**src/rtl/rom_loader_pkg.sv**
```systemverilog
// rtl/rom_loader_pkg.sv - shared bus types, state encodings and defaults for the ROM boot loader
package rom_loader_pkg;

  typedef logic [31:0] MemAddrBus;
  typedef logic [31:0] MemBus;

  localparam logic [7:0] DefaultSyncByte = 8'hA5;

  typedef enum logic [2:0] {
    LdIdle = 3'd0,
    LdLen0 = 3'd1,
    LdLen1 = 3'd2,
    LdData = 3'd3,
    LdCsum = 3'd4,
    LdDone = 3'd5
  } ld_state_e;

  typedef enum logic [1:0] {
    RxIdle  = 2'd0,
    RxStart = 2'd1,
    RxData  = 2'd2,
    RxStop  = 2'd3
  } rx_state_e;

endpackage

```
**src/rtl/uart_rx.sv**
```systemverilog
// rtl/uart_rx.sv - 8N1 receiver: 2-flop synchronizer, baud counter, LSB-first shifter
// Emits one-cycle valid_o or frame_err_o pulses at the stop-bit sample.
module uart_rx
  import rom_loader_pkg::*;
#(
  parameter int DIV = 434
) (
  input  logic       clk,
  input  logic       rstn,
  input  logic       rx_i,
  output logic [7:0] byte_o,
  output logic       valid_o,
  output logic       frame_err_o
);

  localparam int CW = $clog2(DIV + 1);
  localparam logic [CW-1:0] FullCnt = CW'(DIV - 1);
  localparam logic [CW-1:0] HalfCnt = CW'(DIV / 2 - 1);

  rx_state_e      state_q, state_d;
  logic           rx_meta, rx_sync, rx_prev;
  logic [CW-1:0]  cnt_q;
  logic [2:0]     bit_q;
  logic [7:0]     shift_q;
  logic           falling;
  logic           cnt_wrap, sample_bit, stop_tick;

  assign falling = rx_prev & ~rx_sync;

  always_ff @(posedge clk or negedge rstn) begin
    if (!rstn) state_q <= RxIdle;
    else       state_q <= state_d;
  end

  always_comb begin
    state_d = state_q;
    unique case (state_q)
      RxIdle:  if (falling) state_d = RxStart;
      RxStart: if (cnt_q == HalfCnt) state_d = rx_sync ? RxIdle : RxData;
      RxData:  if (cnt_q == FullCnt && bit_q == 3'd7) state_d = RxStop;
      RxStop:  if (cnt_q == FullCnt) state_d = RxIdle;
      default: state_d = RxIdle;
    endcase
  end

  always_comb begin
    sample_bit = (state_q == RxData) && (cnt_q == FullCnt);
    stop_tick  = (state_q == RxStop) && (cnt_q == FullCnt);
    cnt_wrap   = sample_bit || stop_tick || (state_q == RxStart && cnt_q == HalfCnt);
  end

  // Idle line resets high so a reset release never looks like a start edge.
  always_ff @(posedge clk or negedge rstn) begin
    if (!rstn) begin
      rx_meta     <= 1'b1;
      rx_sync     <= 1'b1;
      rx_prev     <= 1'b1;
      cnt_q       <= '0;
      bit_q       <= '0;
      shift_q     <= '0;
      byte_o      <= '0;
      valid_o     <= 1'b0;
      frame_err_o <= 1'b0;
    end else begin
      rx_meta     <= rx_i;
      rx_sync     <= rx_meta;
      rx_prev     <= rx_sync;
      cnt_q       <= (state_q == RxIdle || cnt_wrap) ? '0 : cnt_q + CW'(1);
      valid_o     <= stop_tick & rx_sync;
      frame_err_o <= stop_tick & ~rx_sync;
      if (state_q == RxStart) bit_q <= '0;
      else if (sample_bit)    bit_q <= bit_q + 3'd1;
      if (sample_bit) shift_q <= {rx_sync, shift_q[7:1]};
      if (stop_tick)  byte_o  <= shift_q;
    end
  end

endmodule

```
**src/rtl/rom_loader.sv**
```systemverilog
// rtl/rom_loader.sv - UART boot loader driving the instruction ROM write port, holding the core meanwhile
// Define LOADER_CHECKSUM_EN to require a trailing mod-256 sum byte over the data bytes.
module rom_loader
  import rom_loader_pkg::*;
#(
  parameter int         CLK_FREQ  = 50_000_000,
  parameter int         BAUD      = 115200,
  parameter logic [7:0] SYNC_BYTE = DefaultSyncByte
) (
  input  logic      clk,
  input  logic      rstn,
  input  logic      rx_i,
  output logic      we_o,
  output MemAddrBus addr_o,
  output MemBus     data_o,
  output logic      hold_o,
  output logic      done_o,
  output logic      err_o
);

  localparam int Div = CLK_FREQ / BAUD;

`ifdef LOADER_CHECKSUM_EN
  localparam ld_state_e TailState = LdCsum;
`else
  localparam ld_state_e TailState = LdDone;
`endif

  ld_state_e   state_q, state_d;
  logic [7:0]  rx_byte;
  logic        rx_valid, rx_ferr;
  logic [15:0] len_q, idx_q;
  logic [1:0]  bcnt_q;
  logic [23:0] shift_q;
  logic        word_strobe, last_word;
  logic        start_load, abort, finish, csum_bad;
`ifdef LOADER_CHECKSUM_EN
  logic [7:0]  sum_q;
`endif

  uart_rx #(.DIV(Div)) u_rx (
    .clk        (clk),
    .rstn       (rstn),
    .rx_i       (rx_i),
    .byte_o     (rx_byte),
    .valid_o    (rx_valid),
    .frame_err_o(rx_ferr)
  );

  assign word_strobe = rx_valid && (state_q == LdData) && (bcnt_q == 2'd3);
  assign last_word   = (idx_q + 16'd1) == len_q;

  always_ff @(posedge clk or negedge rstn) begin
    if (!rstn) state_q <= LdIdle;
    else       state_q <= state_d;
  end

  always_comb begin
    state_d = state_q;
    if (rx_ferr && state_q != LdIdle) begin
      state_d = LdIdle;
    end else begin
      unique case (state_q)
        LdIdle: if (rx_valid && rx_byte == SYNC_BYTE) state_d = LdLen0;
        LdLen0: if (rx_valid) state_d = LdLen1;
        LdLen1: if (rx_valid) state_d = ({rx_byte, len_q[7:0]} == 16'd0) ? TailState : LdData;
        LdData: if (word_strobe && last_word) state_d = TailState;
`ifdef LOADER_CHECKSUM_EN
        LdCsum: if (rx_valid) state_d = LdDone;
`endif
        LdDone: state_d = LdIdle;
        default: state_d = LdIdle;
      endcase
    end
  end

  // Status flags change on entry to DONE so they land one cycle after the last byte.
  always_comb begin
    start_load = (state_q == LdIdle) && (state_d == LdLen0);
    abort      = rx_ferr && (state_q != LdIdle);
    finish     = (state_d == LdDone) && (state_q != LdDone);
`ifdef LOADER_CHECKSUM_EN
    csum_bad   = (state_q == LdCsum) && (rx_byte != sum_q);
`else
    csum_bad   = 1'b0;
`endif
  end

  always_ff @(posedge clk or negedge rstn) begin
    if (!rstn) begin
      we_o    <= 1'b0;
      addr_o  <= '0;
      data_o  <= '0;
      hold_o  <= 1'b0;
      done_o  <= 1'b0;
      err_o   <= 1'b0;
      len_q   <= '0;
      idx_q   <= '0;
      bcnt_q  <= '0;
      shift_q <= '0;
`ifdef LOADER_CHECKSUM_EN
      sum_q   <= '0;
`endif
    end else begin
      we_o <= word_strobe;
      if (word_strobe) begin
        addr_o <= {14'd0, idx_q, 2'b00};
        data_o <= {rx_byte, shift_q};
        idx_q  <= idx_q + 16'd1;
      end
      if (rx_valid && state_q == LdData) begin
        bcnt_q  <= bcnt_q + 2'd1;
        shift_q <= {rx_byte, shift_q[23:8]};
`ifdef LOADER_CHECKSUM_EN
        sum_q   <= sum_q + rx_byte;
`endif
      end
      if (rx_valid && state_q == LdLen0) len_q[7:0]  <= rx_byte;
      if (rx_valid && state_q == LdLen1) len_q[15:8] <= rx_byte;
      if (start_load) begin
        hold_o <= 1'b1;
        done_o <= 1'b0;
        err_o  <= 1'b0;
        idx_q  <= '0;
        bcnt_q <= '0;
`ifdef LOADER_CHECKSUM_EN
        sum_q  <= '0;
`endif
      end
      if (abort) begin
        hold_o <= 1'b0;
        done_o <= 1'b0;
        err_o  <= 1'b1;
      end else if (finish) begin
        hold_o <= 1'b0;
        done_o <= ~csum_bad;
        err_o  <= csum_bad;
      end
    end
  end

endmodule

```
**config.mk**
```make
export PLATFORM = sky130hd
export DESIGN_NAME = rom_loader
export DESIGN_NICKNAME = d
export VERILOG_FILES = /design/src/rtl/rom_loader_pkg.sv /design/src/rtl/uart_rx.sv /design/src/rtl/rom_loader.sv
export SDC_FILE = /design/constraint.sdc
export NUM_CORES = 1
export LEC_CHECK = 0
export BUFFER_PORTS_ARGS = -buffer_cell sky130_fd_sc_hd__buf_2
export CAP_MARGIN = 30
export CORE_MARGIN = 4
export CORE_UTILIZATION = 44
export DETAILED_ROUTE_END_ITERATION = 7
export PLACE_DENSITY = 0.6
export REMOVE_ABC_BUFFERS = 1
export SETUP_SLACK_MARGIN = 0.05
export SYNTH_ARGS = -nofsm -noshare
export SYNTH_HDL_FRONTEND = slang
export SYNTH_SLANG_ARGS = --single-unit
```
**constraint.sdc**
```tcl
create_clock -name clk -period 3.15 [get_ports clk]
set_input_delay 0.63 -clock clk [delete_from_list [all_inputs] [get_ports clk]]
set_output_delay 0.63 -clock clk [all_outputs]
set_load 0.01 [all_outputs]
```
; ---- Word level (Yosys, flattened, before mapping)
; Cells that the tools add are included.
[op_classes]
eq_ne = 19
reduce_logical = 25
n_addsub = 4
mux = 28
n_bitwise = 4
[ops]
columns = operator, count
row1 = 16-bit 2-to-1 mux, 2
row2 = 3-bit 2-to-1 mux, 8
row3 = "16-bit by 1-bit adder with 16-bit output, second input constant", 1
row4 = 16-bit equality test, 1
row5 = 16-bit logical NOT, 1
row6 = 2-bit 2-to-1 mux, 7
row7 = 1-bit logical AND, 13
row8 = 3-bit one-hot mux with 4 select lines, 1
row9 = "9-bit by 1-bit adder with 9-bit output, second input constant", 1
row10 = "9-bit by 8-bit equality test with 1-bit output, second input constant", 1
row11 = "9-bit equality test, second input constant", 1
row12 = 9-bit 2-to-1 mux, 1
row13 = "8-bit equality test, second input constant", 1
row14 = 1-bit 2-to-1 mux, 8
row15 = 2-bit one-hot mux with 4 select lines, 1
row16 = "2-bit equality test, second input constant", 3
row17 = "3-bit by 1-bit equality test with 1-bit output, second input constant", 2
row18 = "3-bit by 2-bit equality test with 1-bit output, second input constant", 2
row19 = "3-bit equality test, second input constant", 2
row20 = "2-bit by 1-bit inequality test with 1-bit output, second input constant", 3
row21 = 2-bit nonzero test, 3
row22 = 3-bit nonzero test, 2
row23 = 4-bit AND reduction, 1
row24 = "3-bit by 1-bit adder with 3-bit output, second input constant", 1
row25 = other kinds (9), 13
[word_totals]
elab_cells = 102
in_bits = 3
regBits = 148

; ---- Logic depth before layout (Yosys ltp)
[logic_depth]
word_depth = 12
depth_mapped = 9
ltp_nobuf = 7

; ---- Cells and area by module
; From an unflattened synthesis, not the netlist that was laid out.
[hier_totals]
hier_cells = 686
area_unflattened_um2 = 6711.4
[by_module_without_submodules]
columns = module, cells_per_inst, instances, area_each_um2
row1 = rom_loader, 572, 1, 5207.5
row2 = uart_rx, 114, 1, 1503.9

; ---- Least setup slack after synthesis
; No wires, ideal clock.
[synth_path]
path_type = reg-to-reg
start = register idx_q[1]
end = register state_q[2]
period_less_slack_ps = 2396
t_arrival_ps = 2318
path_buffers = 1
path_stages_with_launch = 9
path_slack_ps = 754
setup_time_ps = 78
cell_sequence = dfrtp_1 -> ha_1 -> buf_4 -> nand3_2 -> or3_1 -> a2111oi_2 -> o2111ai_1 -> or4_1 -> a21oi_1
[synth_via]
elab_chain_cells = 6
[synth_lines]
columns = element, line
row1 = from (decl), rom_loader.sv:32  ; logic [15:0] len_q, idx_q;
row2 = from (signal assigned), rom_loader.sv:109  ; idx_q <= idx_q + 16'd1;
row3 = 16-bit by 1-bit adder with 16-bit output, rom_loader.sv:51  ; assign last_word = (idx_q + 16'd1) == len_q;
row4 = 16-bit equality test, rom_loader.sv:51
row5 = 1-bit logical AND, rom_loader.sv:67  ; LdData: if (word_strobe && last_word) state_d = TailState;
row6 = 3-bit 2-to-1 mux, rom_loader.sv:67
row7 = 3-bit one-hot mux with 4 select lines, rom_loader.sv:63  ; unique case (state_q)
row8 = 3-bit 2-to-1 mux, rom_loader.sv:60  ; if (rx_ferr && state_q != LdIdle) begin
row9 = named net state_d[2], rom_loader.sv:29  ; ld_state_e state_q, state_d;
row10 = to (signal assigned), rom_loader.sv:54  ; if (!rstn) state_q <= LdIdle;
row11 = to (signal assigned), rom_loader.sv:55  ; else state_q <= state_d;
row12 = to (decl), rom_loader.sv:29
; The timed path passes the listed nets, and every way through them passes these cells.
; A chain may end at the register's enable or synchronous reset.

; ---- Worst setup path in the final report
[layout_path]
start = register idx_q[0]
end = register err_o
[layout_via]
elab_chain_cells = 10
word_cells_on_any_way = 13
classes_between = 1 x add/sub / 3 x eq/ne / 5 x mux / 4 x reduce/logical
[layout_lines]
columns = element, line
row1 = 16-bit by 1-bit adder with 16-bit output (*), rom_loader.sv:51
row2 = 16-bit equality test (*), rom_loader.sv:51
row3 = 1-bit logical AND (*), rom_loader.sv:67
row4 = 3-bit 2-to-1 mux (*), rom_loader.sv:67
row5 = 3-bit one-hot mux with 4 select lines (*), rom_loader.sv:63
row6 = 3-bit 2-to-1 mux (*), rom_loader.sv:60
row7 = 3-bit equality test, rom_loader.sv:81  ; finish = (state_d == LdDone) && (state_q != LdDone);
row8 = 1-bit logical AND, rom_loader.sv:81
row9 = 1-bit 2-to-1 mux, rom_loader.sv:134  ; end else if (finish) begin
row10 = 1-bit 2-to-1 mux, rom_loader.sv:130  ; if (abort) begin
row11 = to (signal assigned), rom_loader.sv:137  ; err_o <= csum_bad;
row12 = to (decl), rom_loader.sv:18  ; output logic err_o
; Mark *: on every way between the ends. The rest lies on a longest branch, timed or not.

==> impl_results.md <==
* Async S/R FF share, synth at between 90% and 100%
* Gate power share at 4.1%
* Mapped Avg Cell Area at around 9.7 um2
* Drt first pass iters at 5
* Sequential share of power at a little under half
* Tot GR Track Use at 16.9%
* Status: complete, no violations
* CORE AREA at 14600 um2
* Max rail drop VDD at around 0.39 mV
* Yosys reg bits at roughly 150
* Design area at a little under 8000 um2
* I/O Buffers at 54
* P_int at between 3 and 4 mW
* Initial antenna violation count at 0
* Clk slew on worst S/H paths at about 0.06 ns
* First-pass GRT wire length at ~23000 um
* Gpl congestion at 0.823
* Crit path cell chain: ha_1 > nand3_2 > or3_1 > a2111oi_2 > o2111ai_1 > nor4_2 > o21ai_1
* Setup bufs post-CTS at 0
* Hold buffers post-CTS at 0
* Slew headroom at ~39%
* Post-synth EDFFs at 0
* CP max stage cell: dfrtp_1
* CP Data Arrival Time at a little over 3 ns
* Crit. End Element: flop
* Row count at between 40 and 50
* H-tree depth at 4
* # diodes at 0
* Min-delay worst type: primary input to asynchronous set/reset pin
* Distinct cells, synth at 58
* Met3 Routed Length at about 550 um
* Max Fclk at 354 MHz
* Root buf cell: clkbuf_16
* DP Worst Slack at between 0.3 and 0.4 ns
* Final #Nets at approximately 750
* Clk sink count at between 100 and 150
* Initial Util at between 40% and 50%
* Synth top area share at a little over half
* Final Max Tran Viols at 0
* Total vias in the final route at between 4000 and 5000
* CP max stage delay at approximately 0.5 ns
* Vias in the first global route at approximately 4600
* Drt total wl at around 14000 um
* Share of layout cells above drive strength 1 at between 10% and 20%
* Most common flop cell mapped by yosys: dfrtp_1
* Synth warn at 0
* Max Cap Viol at 0
* Switching Power at 955 uW
* Synth Instances at 682
* Min Tclk post-route at 2.82 ns
* Number of setup violations in the final report at 0
* Finished Layout Cells at ~930
* Grt total ovfl at 0
* Clk buf depth at 2
* Sw Ratio at approximately 22%
* Number of CTS-inserted buffers at 17
* Hold Fails Final Rpt at 0
* Wire length on met1 at ~6600 um
* CP Max Fanout at 10
* Die H at 131 um
* Routed len/inst at 14.5 um
* Cell accounting for the most synthesized area: dfrtp_1
* Register area share after synthesis at between 50% and 60%
* Tot Pwr at ~4.3 mW
* CTS tree: yes
* Die area at ~17000 um2
* Clock Power Share at between 40% and 50%
* Met2 wire length at approximately 6200 um
* Critical Path RT at 3.42 ns
* Tcrit/Tclk final at between 80% and 90%
* Placed cell area at 7070 um2
* Area delta synth->final at 15.8%
* Die extent in x at between 100 and 150 um
* Cts repair resizes at 0
* IO Pins at 71
* Hold WS at 0.229 ns
* HPWL Detailed at a little over 9000 um
* Leak Pwr at approximately 4.1 nW
* Final ANT Viol Nets at 0
* DRC Markers at 0
* Critical path class: flop to flop
* Top Metal Used: met4
* Measured slew at the worst slew-check pin at 0.906 ns
* Sum of negative setup slack at 0 ns
* Post-layout util at ~53%
* Mapped Area at ~6600 um2
* Latest clock arrival within the worst-skew pair at about 0.42 ns
* Placed cell count at roughly 900
* P per Cell Area at between 500 and 600 nW/um2
* CP startpoint kind: flop
* Leading post-synthesis cells by cell area: dfrtp_1, nand2_1, mux2_2
* Vias per std cell at 5.01
* Largest net degree at the start of global routing at between 70 and 80
* RSZ-0062 raised after global routing: false
* Fin worst setup slack at approximately 0.33 ns
* Clk_skew at approximately 0.013 ns
* Iter 0 DRT Violations at between 200 and 300
-- critical path: cells and delay by family, from the launching register on --
| kind | cells | cell delay (ns) |
|---|---|---|
| and+or+nand+nor | 3 | 1.10 |
| AOI/OAI and AO/OA | 3 | 0.72 |
| DFF | 1 | 0.50 |
| adders and majority gates | 1 | 0.37 |
-- sequential cells by signal (all words and copies together) (netlist names), 2 cells and up, named ones only --
register and cells:
addr_o 16, bcnt_q 2, data_o 32, idx_q 16, len_q 16, shift_q 24
state_q 3, u_rx.bit_q 3, u_rx.byte_o 8, u_rx.cnt_q 9, u_rx.shift_q 8
-- cell type report --
class | instances | area [um2]
fillers | 1289 | 6950
flip-flops and latches | 148 | 3710
multi-input cells | 491 | 2700
clock buffers | 20 | 447
repair buffers | 68 | 394
well taps | 184 | 230
clock inverters | 12 | 176
inverters | 11 | 41.3
-- worst paths after layout --
kind	slack, ns	cells past startpoint	start	end
hold / removal	0.23	1	rstn	idx_q[9]
hold reg to reg	0.36	0	u_rx.rx_meta	u_rx.rx_sync
setup / recovery	0.33	7	idx_q[0]	err_o
max in group asynchronous	2.16	2	rstn	u_rx.rx_prev
min in group clk	0.31	1	rx_i	u_rx.rx_meta
setup reg to reg	0.33	7	idx_q[0]	err_o
-- synth_stat cells (2+ instances only) --
cell type	number
nor2_1	42
nand3_2	2
buf_4	19
nand4_1	7
or3_1	4
a21boi_0	2
nand3b_1	2
ha_1	7
a22oi_1	2
nor4_1	8
or4_1	4
xnor2_1	23
dfstp_2	3
mux2i_1	3
o31ai_1	4
mux2_2	32
and3_1	2
inv_1	10
nand2b_1	4
xor2_1	19
buf_1	7
o2111ai_1	2
and2_1	2
o21ai_0	11
dfrtp_1	145
nor4_2	2
clkbuf_1	16
nand2_1	242
nor3_1	9
a21oi_1	6
buf_2	5
nor2b_1	2
nand3_1	8
nand4b_1	2
-- kinds of logic (layout without fill, tap and decap cells) --
| family | Yosys count | in the layout | synth area share, % |
|---|---|---|---|
| AND/OR/NAND/NOR | 352 | 352 | 23.0 |
| flip-flops | 148 | 148 | 55.8 |
| XOR/XNOR | 42 | 42 | 5.54 |
| multiplexers | 35 | 35 | 5.87 |
| buffers and inverters | 58 | 111 | 4.44 |
| other | 1 | 16 | 0.0564 |
| adder cells (fa/ha/maj) | 7 | 7 | 1.32 |
| AO/OA/AOI/OAI | 39 | 39 | 4.01 |
-- power by group through the flow --
stage          clock network, mW  registers, mW  logic (mW)
2_1_floorplan                  0           2.02       0.111
3_3_place_gp                   0           2.03       0.171
3_5_place_dp                   0           2.04       0.179
4_1_cts                     2.18           2.00       0.181
5_1_grt                     2.26           2.01       0.213
6_report                    2.12           2.00       0.176
-- routing by layer --
metal  vias up  global-route usage [%]
li1       2316                       -
met1      2263                    24.0
met2        86                    25.4
met3        14                    3.98
met4         0                    6.17
met5         -                       0
-- cell usage in the layout (no fill, tap or decap), drive strengths merged, types with 2 or more instances in the layout --
cell type and n:
or3b 2, or4 4, o31ai 4, and3 2, xor2 19, inv 12
nor4 10, or2 2, clkinv 5, nand2b 4, nand4b 2, and2 2
nor3 9, nand4 8, nand3b 2, nor2 42, nor2b 2, a21boi 2
o311ai 2, clkbuf 20, nand2 242, or3 4, conb 16, mux2i 3
dfrtp 145, a21oi 6, mux2 32, buf 68, dfstp 3, xnor2 23
nand3 10, o2111ai 2, o21ai 12, bufinv 4, a22oi 2, ha 7
clkinvlp 2
No activity file was read; power rests on OpenSTA's default activity.
